[src/rtl/seg_bin2bcd_ctrl_pkg.sv]
// seg_pkg: shared constants and state type for the seven-segment BCD controller
package seg_pkg;
    localparam int SEG_DIGITS = 6;
    localparam logic [3:0] SEG_BLANK = 4'hF;
    localparam int unsigned SEG_MAX_DEC = 999999;
    typedef enum logic [1:0] {IDLE, SHIFT, DONE} seg_state_t;
endpackage

[src/rtl/seg_bin2bcd_ctrl_add3.sv]
// bcd_add3: double-dabble nibble correction, adds 3 when the digit is 5 or more
//   d : BCD nibble before the shift
//   q : corrected nibble
module bcd_add3 (
    input  logic [3:0] d,
    output logic [3:0] q
);
    assign q = (d >= 4'd5) ? d + 4'd3 : d;
endmodule

[src/rtl/seg_bin2bcd_ctrl.sv]
// seg_bin2bcd_ctrl: sequential binary to six-digit BCD converter feeding a display scan driver
//   clk, rst_n       : clock, asynchronous active-low reset
//   bin_in, dp_in    : value and decimal-point mask, taken when in_valid && in_ready
//   num, point       : packed BCD digits and point mask, held between completions
//   upd              : one-cycle pulse when num/point/ovf are refreshed
//   ovf              : last accepted value was above 999999
//   SEG_LZB_EN       : define to blank leading zero digits (code 4'hF, point off)
module seg_bin2bcd_ctrl
    import seg_pkg::*;
#(
    parameter int BIN_W = 20
) (
    input  logic             clk,
    input  logic             rst_n,
    input  logic [BIN_W-1:0] bin_in,
    input  logic [5:0]       dp_in,
    input  logic             in_valid,
    output logic             in_ready,
    output logic [23:0]      num,
    output logic [5:0]       point,
    output logic             upd,
    output logic             ovf
);
    seg_state_t state_q, state_d;
    logic [23:0] bcd_q, bcd_adj, num_d;
    logic [19:0] bin_q, bin_ext;
    logic [5:0]  dp_q, point_d;
    logic [4:0]  cnt_q;
    logic        big_q;
`ifdef SEG_LZB_EN
    logic        lead;
`endif

    assign bin_ext  = 20'(bin_in);
    assign in_ready = (state_q == IDLE);

    for (genvar i = 0; i < SEG_DIGITS; i++) begin : g_add3
        bcd_add3 u_add3 (.d(bcd_q[4*i+:4]), .q(bcd_adj[4*i+:4]));
    end

    always_ff @(posedge clk or negedge rst_n)
        if (!rst_n) state_q <= IDLE;
        else        state_q <= state_d;

    always_comb begin
        state_d = (state_q == IDLE && in_valid)         ? SHIFT :
                  (state_q == SHIFT && cnt_q == 5'd19)  ? DONE  :
                  (state_q == DONE)                     ? IDLE  : state_q;
    end

    // Out-of-range values still run the full shift so latency is fixed; the
    // truncated BCD is simply replaced by 999999 at completion.
    always_comb begin
        num_d   = big_q ? 24'h999999 : bcd_q;
        point_d = dp_q;
`ifdef SEG_LZB_EN
        lead = !big_q;
        for (int k = SEG_DIGITS - 1; k > 0; k--) begin
            lead = lead && (num_d[4*k+:4] == 4'h0);
            if (lead) begin
                num_d[4*k+:4] = SEG_BLANK;
                point_d[k]    = 1'b0;
            end
        end
`endif
    end

    always_ff @(posedge clk or negedge rst_n)
        if (!rst_n) begin
            bcd_q <= '0;
            bin_q <= '0;
            dp_q  <= '0;
            big_q <= 1'b0;
            cnt_q <= '0;
            num   <= '0;
            point <= '0;
            ovf   <= 1'b0;
            upd   <= 1'b0;
        end else begin
            upd <= 1'b0;
            if (state_q == IDLE && in_valid) begin
                bcd_q <= '0;
                bin_q <= bin_ext;
                dp_q  <= dp_in;
                big_q <= 32'(bin_ext) > SEG_MAX_DEC;
                cnt_q <= '0;
            end else if (state_q == SHIFT) begin
                {bcd_q, bin_q} <= {bcd_adj[22:0], bin_q, 1'b0};
                cnt_q          <= cnt_q + 5'd1;
            end else if (state_q == DONE) begin
                num   <= num_d;
                point <= point_d;
                ovf   <= big_q;
                upd   <= 1'b1;
            end
        end
endmodule

[config.mk]
export PLATFORM = sky130hd
export DESIGN_NAME = seg_bin2bcd_ctrl
export DESIGN_NICKNAME = d
export VERILOG_FILES = /design/src/rtl/seg_bin2bcd_ctrl_pkg.sv /design/src/rtl/seg_bin2bcd_ctrl_add3.sv /design/src/rtl/seg_bin2bcd_ctrl.sv
export SDC_FILE = /design/constraint.sdc
export NUM_CORES = 1
export LEC_CHECK = 0
export ABC_CLOCK_PERIOD_IN_PS = 1300
export BUFFER_PORTS_ARGS = -buffer_cell sky130_fd_sc_hd__buf_4
export CAP_MARGIN = 20
export CORE_MARGIN = 5
export CORE_UTILIZATION = 35
export CTS_BUF_LIST = sky130_fd_sc_hd__clkbuf_4
export CTS_CLUSTER_DIAMETER = 150
export CTS_CLUSTER_SIZE = 10
export DETAILED_ROUTE_END_ITERATION = 6
export SLEW_MARGIN = 20
export SYNTH_ARGS = -nofsm -noshare
export SYNTH_HDL_FRONTEND = slang
export SYNTH_HIERARCHICAL = 1
export SYNTH_SLANG_ARGS = --single-unit
[constraint.sdc]
create_clock -name clk -period 1.3 [get_ports clk]
set_input_delay 0 -clock clk [delete_from_list [all_inputs] [get_ports clk]]
set_output_delay 0 -clock clk [all_outputs]
set_load 0.01 [all_outputs]
# Yosys cells after proc, flatten, opt, wreduce, memory -nomap -nowiden
# Cells that the tools add are included.
dict set report totals {
  word_cells 54
  inputBits 29
  ff_bits 90
  out_inout_bits 33
}
dict set report classes {
  add_sub_neg 7
  order_cmp 7
  n_bitwise 2
  reduce_logical 6
  n_eq_ne 3
  mux 19
}
# op n
set op_table {}
lappend op_table {{24-bit 2-to-1 mux} 3}
lappend op_table {{20-bit 2-to-1 mux} 2}
lappend op_table {{4-bit by 3-bit >= comparator with 1-bit output (second input constant)} 6}
lappend op_table {{4-bit by 2-bit adder with 4-bit output (second input constant)} 5}
lappend op_table {{20-bit greater-than comparator (second input constant)} 1}
lappend op_table {{4-bit 2-to-1 mux} 5}
lappend op_table {{5-bit 2-to-1 mux} 2}
lappend op_table {{2-bit 2-to-1 mux} 3}
lappend op_table {{5-bit by 1-bit adder with 5-bit output (second input constant)} 1}
lappend op_table {{5-bit equality test (second input constant)} 1}
lappend op_table {{3-bit by 2-bit adder with 3-bit output (second input constant)} 1}
lappend op_table {{1-bit 2-to-1 mux} 3}
lappend op_table {{3-bit 2-to-1 mux} 1}
lappend op_table {{3-bit AND reduction} 1}
lappend op_table {{3-bit nonzero test} 1}
lappend op_table {{2-bit by 1-bit equality test with 1-bit output (second input constant)} 1}
lappend op_table {{2-bit equality test (second input constant)} 1}
lappend op_table {{1-bit logical AND} 2}
lappend op_table {{2-bit logical NOT} 1}
lappend op_table {{1-bit NOT} 2}
lappend op_table {{2-bit nonzero test} 1}

# Logic depth before layout (Yosys ltp)
dict set report depth {
  ltp_word 4
  ltp_mapped 7
  mapped_depth_nobuf 7
}

# Hierarchy
# Netlist, hierarchy kept.
# mod area_per_inst_um2 seq_area_each_um2 n_inst cells_each
set by_module_without_submodules {}
lappend by_module_without_submodules {seg_bin2bcd_ctrl 3687.3 2252.2 1 380}
lappend by_module_without_submodules {bcd_add3 101.3 0.0 6 16}

# Worst setup path before layout
# Ideal clock, no wire load.
dict set report synth_timing {
  path_kind {reg-to-reg}
  from {register state_q[1]}
  to {register big_q}
  path_buffers 3
  setup_time_ns 0.128
  slack_ns -0.126
  required_ns 1.172
  synth_period_minus_slack_ns 1.426
  stages_incl_launch_ff 7
  arrival_ns 1.298
  cell_sequence {dfrtp_1 buf_6 or3b_4 buf_6 buf_2 nand2_1 o41ai_2}
}
dict set report synth_via {
  elab_chain_cells 2
}
# item line_no
set synth_rtl {}
lappend synth_rtl {{start, declared} seg_bin2bcd_ctrl.sv:24} ;# seg_state_t state_q, state_d;
lappend synth_rtl {{start signal, assigned} seg_bin2bcd_ctrl.sv:43} ;# else state_q <= state_d;
lappend synth_rtl {{2-bit logical NOT} seg_bin2bcd_ctrl.sv:81} ;# if (state_q == IDLE && in_valid) begin
lappend synth_rtl {{1-bit logical AND} seg_bin2bcd_ctrl.sv:81}
lappend synth_rtl {{end signal, assigned} seg_bin2bcd_ctrl.sv:85} ;# big_q <= 32'(bin_ext) > SEG_MAX_DEC;
lappend synth_rtl {{end, declared} seg_bin2bcd_ctrl.sv:29} ;# logic big_q;
# No other way between the ends.
# A chain may end at the register's enable or synchronous reset.

# Final worst setup path
dict set report layout_timing {
  from {register state_q[0]}
  to {register big_q}
}
# The elaborated chain is that of the path after synthesis.

==> flow_summary_export.csv <==
group,metric,value,unit
die,dieArea,14500,um2
timing,finalCritPeriodShare,104,%
clocking,cts_sinks,90,
timing,setup_viol,15,
route,dr.pass1.iters,4,
power_and_ir_drop,power.density,2200,nW/um2
layout,multi_input_area,2210,um2
synth,synth_warnings,6,
route,wl_per_cell,13.9,um
critical_path,critPathRequiredTime,1.64,ns
global_route,antenna_found_initial,0,
global_route,grt-ovfl-total,0,
critical_path,path_class,"flop to flop",
route,num_vias,3596,
global_route,grt_max_degree,46,
clocking,clock_latency,0.43,ns
place,port-buffer-count,61,
timing,max_slew.worst_pin.slew,0.379,ns
synth,synthesis.area,4280,um2
place,gp_congestion,0.768,
die,io_pins,62,
layout,seqCellArea,2250,um2
timing,finClkSkew,0.0149,ns
global_route,grt_use_total,14.5,%
layout,area_growth_syn_to_layout,42.7,%
route,via_per_inst,4.82,
timing,layout_setup_ws,-0.0569,ns
route,drc,0,
timing,finalSetupTns,-0.278,ns
synth,syn_nets,514,
critical_path,startpoint_type,"flop",
synth,syn_area_per_cell,9.06,um2
run_status,status,"finished, violations left",
clocking,htree_levels,3,
clocking,clockBufferDepth,2,
clocking,cts_buffers,9,
hold_path,hp-class,"input pin to flop",
flow_run,maxCapViolCount,0,
place,dp_hpwl,6730,um
place,dpl_cell_area,5160,um2
route,wl,10400,um
route,final_antenna_net_count,0,
layout,antenna_cells,0,
timing,rsz0062_at_grt,"yes",
global_route,grt_pass1_wl,17200,um
die,rows,40,
layout,fillers,1112,
clocking,clk_pin_slew,0.13,ns
synth,synthCells,472,
critical_path,crit_arrival,1.70,ns
layout,design_area,6100,um2
die,initial_utilization,35.6,%
die,coreArea,12000,um2
timing,report.final.slew_viol_count,0,
critical_path,crit_path_max_fanout,13,
critical_path,r2r_slack,-0.06,ns
clocking,tritoncts,"yes",
global_route,grt_pass1_vias,3707,
layout,drive_gt1_share,33.9,%
run_status,violations,"setup timing",
clocking,cts_root_buf,"clkbuf_4",
critical_path,worst_setup_path_end_kind,"flop",
timing,fmax,737,MHz
route,first_iter_violations,139,
power_and_ir_drop,p_leak,3.02,nW
die,fp.dieH,121,um
power_and_ir_drop,ir_drop,1130,uV
timing,finalCriticalPeriod,1.36,ns
timing,slew_headroom,74.7,%
die,die_x,121,um
layout,nets,637,
timing,final_hold_viol_count,0,
[stage by stage]
step / power [mW] / cells / setup slack [ns] / util, % / hold WS (ns)
6_report: 13.4 / 746 / -0.0569 / 50.8 / 0.127
5_1_grt: 14.6 / 746 / -0.0985 / 50.8 / 0.110
4_1_cts: 13.1 / 742 / -0.0237 / 48.4 / 0.128
3_5_place_dp: 10.6 / 692 / -0.0763 / 43.0 / -0.0539
3_3_place_gp: 10.3 / 692 / 0.00314 / 43.0 / -0.0552
2_1_floorplan: 8.27 / 472 / -0.0775 / - / -0.296
[power by group]
| group | leakage, nW | switching (mW) | total [mW] | internal, mW |
|---|---|---|---|---|
| registers | 1.13 | 1.03 | 5.03 | 4.00 |
| logic | 1.80 | 3.28 | 6.67 | 3.39 |
| clock network | 0.0874 | 0.913 | 1.75 | 0.835 |
[worst max-delay path, cell delays in order, from the launching register on]
cell and delay (ns):
dfrtp_2 0.47, or3b_4 0.44, buf_12 0.18, o41ai_2 0.20
[layout by cell type (no fill, tap or decap), types with 8 or more instances in the layout]
| master | n |
|---|---|
| nand2_1 | 156 |
| buf_4 | 94 |
| dfrtp_1 | 89 |
| o21ai_0 | 29 |
| dlygate4sd3_1 | 29 |
| nand3_2 | 19 |
| nor2_1 | 19 |
| nand2b_1 | 17 |
| clkbuf_4 | 12 |
| a22oi_1 | 11 |
| a22oi_2 | 8 |
| mux2i_1 | 8 |
| nand3_1 | 8 |
[cell type report]
cell class	instances	area share, %
clock inverter	3	1.07
tap	147	3.02
inverter	13	0.800
sequential	90	36.9
clock buffer	12	1.48
multi-input combinational	343	36.3
timing repair buffer	138	20.4
[sequential cells by signal, indices dropped and copies added, names as in the netlist]
name	cells
dp_q	6
cnt_q	5
num	24
bin_q	20
bcd_q	24
state_q	2
ovf	1
point	6
big_q	1
upd	1
[layer usage]
| layer | wire length (um) | track usage [%] | vias to the layer above |
|---|---|---|---|
| met3 | 449 | 3.98 | 15 |
| li1 | - | - | 1794 |
| met5 | 0 | 0 | - |
| met2 | 4930 | 23.9 | 74 |
| met1 | 4850 | 18.7 | 1713 |
| met4 | 146 | 4.32 | 0 |
[path summary, 6_finish.rpt]
check | start | endpoint | depth (start not counted)
max in group asynchronous | rst_n | state_q[0] | 4
setup / recovery | state_q[0] | big_q | 3
hold reg to reg | dp_q[3] | dp_q[3] | 2
hold / removal | in_valid | dp_q[1] | 5
min in group asynchronous | rst_n | upd | 3
setup reg to reg | state_q[0] | big_q | 3
[timing repair]
action,4_1_cts,5_1_grt
cloned,0,3
buffers inserted,6,1
endpoints found under the setup margin,43,88
hold endpoints to repair,118,0
hold buffers,29,0
resized for setup,32,53
pin swaps,7,25
Note: power is estimated with default switching activity, not from simulation.
